<file path="src/rtl/mem_pkg.sv">
// Shared encodings, FSM state type and lane/extension helpers for the MEM-stage access unit.
package mem_pkg;

   localparam logic [1:0] SZ_BYTE = 2'b00;
   localparam logic [1:0] SZ_HALF = 2'b01;
   localparam logic [1:0] SZ_WORD = 2'b10;

   typedef enum logic [0:0] {IDLE = 1'b0, RMW_WR = 1'b1} state_t;
   typedef enum logic [0:0] {ALIGN_LOAD = 1'b0, ALIGN_MERGE = 1'b1} align_mode_t;

   // Size code 2'b11 is treated as a full word.
   function automatic logic is_word(input logic [1:0] size);
      return size[1];
   endfunction

   function automatic logic is_misaligned(input logic [1:0] size, input logic [1:0] lane);
      logic mis;
      case (size)
         SZ_BYTE: mis = 1'b0;
         SZ_HALF: mis = lane[0];
         default: mis = (lane != 2'b00);
      endcase
      return mis;
   endfunction

   function automatic logic [31:0] extend_byte(input logic [7:0] b, input logic sign_ext);
      return {{24{sign_ext & b[7]}}, b};
   endfunction

   function automatic logic [31:0] extend_half(input logic [15:0] h, input logic sign_ext);
      return {{16{sign_ext & h[15]}}, h};
   endfunction

endpackage

</file>
<file path="src/rtl/mem_load_align.sv">
// Combinational lane logic: extracts and extends a load value, or merges a sub-word
// store into an existing memory word, depending on mode.
module mem_load_align
   import mem_pkg::*;
(
   input  logic [31:0]  data,
   input  logic [15:0]  store_lo,
   input  logic [1:0]   lane,
   input  logic [1:0]   size,
   input  logic         sign_ext,
   input  align_mode_t  mode,
   output logic [31:0]  result
);

   logic [31:0] shifted;

   assign shifted = data >> {lane, 3'b000};

   // Select load extraction or store-lane merge.
   always_comb begin
      result = data;
      if (mode == ALIGN_MERGE) begin
         case (size)
            SZ_BYTE: begin
               case (lane)
                  2'b00:   result[7:0]   = store_lo[7:0];
                  2'b01:   result[15:8]  = store_lo[7:0];
                  2'b10:   result[23:16] = store_lo[7:0];
                  default: result[31:24] = store_lo[7:0];
               endcase
            end
            SZ_HALF: begin
               if (lane[1]) begin
                  result[31:16] = store_lo;
               end else begin
                  result[15:0] = store_lo;
               end
            end
            default: result = data;
         endcase
      end else begin
         case (size)
            SZ_BYTE: result = extend_byte(shifted[7:0], sign_ext);
            SZ_HALF: result = extend_half(shifted[15:0], sign_ext);
            default: result = shifted;
         endcase
      end
   end

endmodule

</file>
<file path="src/rtl/mem_access_unit.sv">
// MEM-stage controller: word-index addressing, aligned loads, two-cycle sub-word
// read-modify-write stores, fault suppression and the registered MEM/WB outputs.
module mem_access_unit
   import mem_pkg::*;
#(
   parameter int unsigned MEM_WORDS = 32
) (
   input  logic        clk,
   input  logic        reset,
   input  logic        valid_in,
   input  logic        memRead_in,
   input  logic        memWrite_in,
   input  logic [1:0]  size_in,
   input  logic        signExt_in,
   input  logic [31:0] aluResult_in,
   input  logic [31:0] storeData_in,
   input  logic [4:0]  rd_in,
   input  logic        regWrite_in,
   input  logic        memToReg_in,
   output logic        stall_out,
   output logic        memRead,
   output logic        memWrite,
   output logic [31:0] address,
   output logic [31:0] writeData,
   input  logic [31:0] readData,
   output logic        wb_valid,
   output logic        wb_regWrite,
   output logic        wb_memToReg,
   output logic [4:0]  wb_rd,
   output logic [31:0] wb_aluResult,
   output logic [31:0] wb_memData,
   output logic        wb_misaligned,
   output logic        wb_oob
);

   localparam logic [31:0] MEM_LIMIT = 32'(MEM_WORDS);

   state_t      state;
   state_t      next_state;
   logic [31:0] merge_q;
   logic [1:0]  lane;
   logic        mem_req;
   logic        load_req;
   logic        store_req;
   logic        misaligned;
   logic        oob;
   logic        fault;
   align_mode_t align_mode;
   logic [31:0] align_in;
   logic [31:0] align_out;

   assign lane       = aluResult_in[1:0];
   assign address    = {2'b00, aluResult_in[31:2]};
   assign mem_req    = valid_in & (memRead_in | memWrite_in);
   assign store_req  = valid_in & memWrite_in;
   assign load_req   = valid_in & memRead_in & ~memWrite_in;
   assign misaligned = is_misaligned(size_in, lane);
   assign oob        = (address >= MEM_LIMIT);
   assign fault      = mem_req & (misaligned | oob);

   // One aligner serves both the load path (live readData) and the RMW merge (latched word).
   assign align_mode = (state == RMW_WR) ? ALIGN_MERGE : ALIGN_LOAD;
   assign align_in   = (state == RMW_WR) ? merge_q : readData;

   mem_load_align u_align (
      .data     (align_in),
      .store_lo (storeData_in[15:0]),
      .lane     (lane),
      .size     (size_in),
      .sign_ext (signExt_in),
      .mode     (align_mode),
      .result   (align_out)
   );

   // Next-state and memory strobes; reset forces all strobes low.
   always_comb begin
      next_state = state;
      memRead    = 1'b0;
      memWrite   = 1'b0;
      stall_out  = 1'b0;
      writeData  = storeData_in;
      if (reset) begin
         next_state = IDLE;
      end else begin
         case (state)
            IDLE: begin
               if (store_req && !fault) begin
                  if (is_word(size_in)) begin
                     memWrite = 1'b1;
                  end else begin
                     memRead    = 1'b1;
                     stall_out  = 1'b1;
                     next_state = RMW_WR;
                  end
               end else if (load_req && !fault) begin
                  memRead = 1'b1;
               end else begin
                  next_state = IDLE;
               end
            end
            RMW_WR: begin
               memWrite   = 1'b1;
               writeData  = align_out;
               next_state = IDLE;
            end
            default: next_state = IDLE;
         endcase
      end
   end

   // State, merge latch and MEM/WB register; a stall cycle inserts a bubble.
   always_ff @(posedge clk) begin
      if (reset) begin
         state         <= IDLE;
         merge_q       <= 32'h0000_0000;
         wb_valid      <= 1'b0;
         wb_regWrite   <= 1'b0;
         wb_memToReg   <= 1'b0;
         wb_rd         <= 5'd0;
         wb_aluResult  <= 32'h0000_0000;
         wb_memData    <= 32'h0000_0000;
         wb_misaligned <= 1'b0;
         wb_oob        <= 1'b0;
      end else begin
         state <= next_state;
         if (stall_out) begin
            merge_q       <= readData;
            wb_valid      <= 1'b0;
            wb_regWrite   <= 1'b0;
            wb_memToReg   <= 1'b0;
            wb_rd         <= 5'd0;
            wb_aluResult  <= 32'h0000_0000;
            wb_memData    <= 32'h0000_0000;
            wb_misaligned <= 1'b0;
            wb_oob        <= 1'b0;
         end else begin
            merge_q       <= merge_q;
            wb_valid      <= valid_in;
            wb_regWrite   <= regWrite_in & valid_in & ~fault;
            wb_memToReg   <= memToReg_in;
            wb_rd         <= rd_in;
            wb_aluResult  <= aluResult_in;
            wb_memData    <= (load_req && !fault) ? align_out : 32'h0000_0000;
            wb_misaligned <= mem_req & misaligned;
            wb_oob        <= mem_req & oob;
         end
      end
   end

endmodule

</file>
<file path="config.mk">
export PLATFORM = sky130hd
export DESIGN_NAME = mem_access_unit
export DESIGN_NICKNAME = d
export VERILOG_FILES = /design/src/rtl/mem_pkg.sv /design/src/rtl/mem_load_align.sv /design/src/rtl/mem_access_unit.sv
export SDC_FILE = /design/constraint.sdc
export NUM_CORES = 1
export LEC_CHECK = 0
export CORE_UTILIZATION = 43
export DETAILED_ROUTE_END_ITERATION = 10
export GPL_ROUTABILITY_DRIVEN = 0
export PLACE_DENSITY = 0.82
export SLEW_MARGIN = 20
export SYNTH_ARGS = -nofsm -noshare
export SYNTH_HDL_FRONTEND = slang
export SYNTH_SLANG_ARGS = --single-unit
</file>
<file path="constraint.sdc">
create_clock -name clk -period 2.7 [get_ports clk]
set_input_delay 0.54 -clock clk [delete_from_list [all_inputs] [get_ports clk]]
set_output_delay 0.54 -clock clk [all_outputs]
set_load 0.03 [all_outputs]
</file>
==> Word level (Yosys, flattened, before mapping) <==
Index checks and enable logic that the tools add are counted.
{ "totals": {"register_bits": 107, "input_bits": 111, "out_inout_bits": 141, "word_cells": 68} }
{ "classes": {"n_lt_le_gt_ge": 1, "n_eq_ne": 3, "shift": 1, "n_mux": 27, "n_bitwise": 17, "n_reduce_logical": 9} }
{ "ops": {"columns": ["cell", "count"], "rows": [
  ["2-to-1 mux 32 bit", 4],
  ["case mux 32 bit (2 select lines)", 2],
  ["2-to-1 mux 16 bit", 2],
  ["2-to-1 mux 8 bit", 4],
  ["right shift 32 x 5 -> 32 bit", 1],
  [">= comparator 30 x 6 -> 1 bit, second input constant", 1],
  ["2-to-1 mux 1 bit", 12],
  ["AND 1 bit", 11],
  ["case mux 1 bit (2 select lines)", 3],
  ["OR reduction 3 bit", 2],
  ["equality test 2 x 1 -> 1 bit, second input constant", 2],
  ["logical NOT 2 bit", 2],
  ["NOT 1 bit", 4],
  ["equality test 2 bit, second input constant", 1],
  ["logical AND 1 bit", 2],
  ["OR 1 bit", 2],
  ["nonzero test 2 bit", 1],
  ["OR reduction 2 bit", 1],
  ["logical NOT 1 bit", 1]
]} }

==> Longest topological paths before layout <==
{ "logic_depth": {"ltp_word": 10, "ltp_mapped": 9, "ltp_nobuf": 5} }

==> Modules after synthesis <==
Synthesis repeated with hierarchy kept, for this count alone.
{ "unflattened": {"hier_cells": 728, "hier_area_um2": 6436.2} }
{ "by_module_without_submodules": {"columns": ["module", "instances", "cells_each", "area_each_um2", "seq_area_each_um2"], "rows": [
  ["mem_access_unit", 1, 452, 4611.9, 2142.1],
  ["mem_load_align", 1, 276, 1824.2, 0.0]
]} }

==> Worst setup path after synthesis <==
OpenSTA, ideal clock, no wires.
{ "synth_timing": {"path_type": "in2out", "startpoint": "in size_in[1]", "endpoint": "out memRead", "t_arrival_ps": 2335, "t_required_ps": 2160, "path_slack_ps": -175, "cell_stages": 6, "path_buffers": 1, "path_cell_list": "buf_2 -> a21oi_1 -> o31ai_4 -> nor2_1 -> o21ai_0 -> nor4b_1"} }
{ "synth_between": {"elab_chain_len": 10, "elab_cells_between_ends": 13} }
{ "synth_rtl": {"columns": ["element", "line", "source"], "rows": [
  ["from (decl)", "mem_access_unit.sv:13", "input logic [1:0] size_in,"],
  ["equality test 2 x 1 -> 1 bit or logical NOT 2 bit (tied branches)", "mem_pkg.sv:18", "case (size)"],
  ["case mux 1 bit (2 select lines)", "mem_pkg.sv:18", null],
  ["OR 1 bit", "mem_access_unit.sv:59", "assign fault = mem_req & (misaligned | oob);"],
  ["AND 1 bit", "mem_access_unit.sv:59", null],
  ["logical NOT 1 bit", "mem_access_unit.sv:87, mem_access_unit.sv:95", null],
  ["logical AND 1 bit", "mem_access_unit.sv:95", "end else if (load_req && !fault) begin"],
  ["2-to-1 mux 1 bit", "mem_access_unit.sv:95", null],
  ["2-to-1 mux 1 bit (*)", "mem_access_unit.sv:87", "if (store_req && !fault) begin"],
  ["2-to-1 mux 1 bit (*)", "mem_access_unit.sv:85", "case (state)"],
  ["2-to-1 mux 1 bit (*)", "mem_access_unit.sv:82", "if (reset) begin"],
  ["to (decl)", "mem_access_unit.sv:21", "output logic memRead,"]
]} }
Mark *: on every way between the ends. The rest lies on a longest branch, timed or not.

==> Final worst setup path <==
{ "layout_timing": {"startpoint": "reg state", "endpoint": "out writeData[10]"} }
{ "layout_between": {"elab_chain_len": 7, "elab_cells_between_ends": 11} }
{ "layout_rtl": {"columns": ["element", "line", "source"], "rows": [
  ["from (decl)", "mem_access_unit.sv:38", "state_t state;"],
  ["from (signal assigned)", "mem_access_unit.sv:125", "state <= next_state;"],
  ["2-to-1 mux 32 bit", "mem_access_unit.sv:63", "assign align_in = (state == RMW_WR) ? merge_q : readData;"],
  ["right shift 32 x 5 -> 32 bit", "mem_load_align.sv:17", "assign shifted = data >> {lane, 3'b000};"],
  ["AND 1 bit", "mem_pkg.sv:27", "return {{24{sign_ext & b[7]}}, b};"],
  ["case mux 32 bit (2 select lines)", "mem_load_align.sv:42", "case (size)"],
  ["2-to-1 mux 32 bit", "mem_load_align.sv:22", "if (mode == ALIGN_MERGE) begin"],
  ["2-to-1 mux 32 bit (*)", "mem_access_unit.sv:85", null],
  ["2-to-1 mux 32 bit (*)", "mem_access_unit.sv:82", null],
  ["to (decl)", "mem_access_unit.sv:24", "output logic [31:0] writeData,"]
]} }
Marks and branches as above.

==> results.ini <==
[clock_network]
cts_buffers = 9
clk_latency_ns = 0.35
hold_buffers = 0
htreeDepth = 3
path_clk_slew_ns = 0.07
cts_tree = built
clockRootBuffer = clkbuf_16
clock_sinks = 107
cts.path.max_buffers = 2

[synth]
synth_seq_cells = 107
synth_top_area_share_pct = 37.2
ys_async_sr_fraction_pct = 0
synthCells = 608
syn_area_mm2 = 0.00575
yosys_most_used_dff = dfxtp_1
seq_area_frac_synth_pct = 37.2
syn_area_per_cell_um2 = 9.46
synth_edf_count = 0
yosys_warnings = 0
yosysTopAreaCell = dfxtp_1
synthTopCellsByArea = dfxtp_1 (37%), mux2i_1 (8.0%), mux2_2 (5.5%)
synth.distinct_cells = 46

[placement]
hpwlAfterDp_um = 15700
dp_cells = 1045
pre_cts_ws_ns = -0.330
io_buffer_count = 249

[cells_and_area]
layout_commonest_cell = clkdlybuf4s50_1
fin_nets = 1018
final_cells = 1083
multiInputGateArea_mm2 = 0.00330
seqCellArea_mm2 = 0.00215
layout-drive-gt1-share_pct = 27.9
area_growth_pct = 64.0
num-fill-cells = 872
antennaDiodeCount = 0
layout_common_cells = clkdlybuf4s50_1 (185), buf_4 (132), dfxtp_1 (106), nand2_1 (57)

[power_and_ir_drop]
p_leak_nw = 3.92
seqPwrFrac_pct = 40.1
ir_drop_v = 0.000348
p_switching_mw = 1.19
p_int_mw = 2.89
netSwitchingFraction_pct = 29.1
pwr-share-clk_pct = 32.2
pwr-share-comb_pct = 27.7
power_density_mw_per_mm2 = 432

[worst_setup_path]
worst-r2r-cell-count = 8
cp-start-kind = flip-flop
crit_start = state
critPathSlowestCell = dfxtp_4
worstSetupEndpoint = writeData[10]
crit_type = flip-flop to output pin
cp_max_fo = 23
crit_arrival_ns = 2.13
rr_startpoint = state
max_stage_delay_ns = 0.43
endpoint_kind = output pin
crit_required_ns = 2.16
cp_cell_sequence = buf_12, mux2i_2, o21ai_0, o31a_1, o21ai_0, o21ai_0, buf_4
cpMostUsedCell = o21ai_0
reg2reg_to = wb_memData[18]
reg2reg_slack_ns = 0.36

[run_status]
outcome = completed

[drt]
first_iter_violations = 654
first_pass_iters = 5
route.detailed.drc = 0
viasPerCell = 5.63
vias = 6093
wl_per_cell_um = 19.7
routed_wl_um = 21300
ant_nets = 0

[floorplan]
num_rows = 41
core-area_mm2 = 0.0128
ios = 252
die_y_um = 118
start_util_pct = 44.9
die_w_um = 118
die_area_mm2 = 0.0138

[sta]
hold_violations = 0
fin_skew_ns = 0.00853
max_freq_mhz = 374
setup_viol = 0
period_share_pct = 99.0
rsz0062_at_grt = false
final.setup.worst_slack_ns = 0.0265
final_max_slew_viol_count = 0
fin_crit_ns = 2.67

[global_routing]
grt_max_degree = 50
grt_pass1_vias = 5904
overflow = 0
antenna_found_initial = 0
track_usage_pct = 29.9
grt_pass1_wl_um = 32500

[worst_hold_path]
hold_class = flip-flop to flip-flop

[run]
drv_cap = 0

synthesized netlist by cell type, types with 3 or more instances:
library cell  instances
and2_1               40
buf_4                35
nor2b_1               7
clkbuf_1             21
a311oi_1              3
buf_6                 8
nand2b_1             10
nor3_1                5
mux2i_1              46
nand2_1              58
buf_2                16
mux2_2               28
nor2_1               26
o22a_1                5
o21ai_0              60
nor4_1                7
a221oi_1             17
nand3_1               9
o31a_1               13
a21oi_1               9
dfxtp_1             107
a221oi_2             10
mux4_2                8
a22o_1               32
cells by family after synthesis:
logic type             count (synthesis)  share of synthesized area (%)
DFF                                  107                           37.2
and+or+nand+nor                      177                           16.1
AOI/OAI and AO/OA                    158                           20.9
buffers and inverters                 83                           9.11
other                                  1                         0.0652
muxes                                 82                           16.6
stage by stage:
stage	TNS [ns]	hold WS [ns]	utilization, %	total power, mW	area (um^2)
finish	0	0.477	73.6	4.08	9440
global route	0	0.498	73.6	4.21	9440
floorplan	0	0.437	-	2.22	5760
CTS	-0.107	0.477	72.2	4.04	9260
global placement	-10.92	0.450	68.1	2.71	8730
detailed placement	-13.80	0.454	68.1	2.74	8730
worst max-delay path: cells and delay by family, from the launching register on:
kind	cells	cell delay (ns)
AOI/OAI and AO/OA	4	0.56
buffers and inverters	2	0.38
DFF	1	0.43
muxes	1	0.39
registers in the layout, summed over array words and instances (netlist names):
signal,cells
wb_rd,5
wb_regWrite,1
wb_valid,1
wb_oob,1
wb_misaligned,1
wb_memData,32
wb_aluResult,32
merge_q,32
state,1
wb_memToReg,1
final cells by class:
| type | instances | area share [%] |
|---|---|---|
| flip-flops and latches | 107 | 22.7 |
| multi-input cells | 419 | 35.0 |
| well taps | 172 | 2.28 |
| repair buffers | 370 | 37.0 |
| clock inverters | 4 | 0.544 |
| clock buffers | 11 | 2.47 |
metal layers:
metal  global-route usage, %  up-vias  wire length, um
li1                        -     2781                -
met1                    36.2     2872             8160
met2                    52.1      387            10700
met3                    4.41       53             1780
met4                    13.7        0              682
met5                       0        -                0
worst min-delay path by stage:
stage,startpoint,to,slack (ns),cells after the start
floorplan,merge_q[13],merge_q[13],0.44,1
global placement,merge_q[8],merge_q[8],0.45,1
detailed placement,merge_q[27],merge_q[27],0.45,1
CTS,merge_q[8],merge_q[8],0.48,1
global route,aluResult_in[30],wb_aluResult[30],0.50,2
finish,merge_q[26],merge_q[26],0.48,1
repair_timing:
action,in CTS,in global routing
pin swaps,10,11
buffers inserted,15,6
resized for setup,62,39
cloned,2,0
endpoints found under the setup margin,32,62
power by group through the flow:
stage / sequential (mW) / clock, mW / combinational [mW]
4_1_cts: 1.64 / 1.31 / 1.10
3_3_place_gp: 1.67 / 0 / 1.04
2_1_floorplan: 1.74 / 0 / 0.481
6_report: 1.64 / 1.31 / 1.13
3_5_place_dp: 1.67 / 0 / 1.07
5_1_grt: 1.64 / 1.39 / 1.18
(Power assumes the default switching activity.)
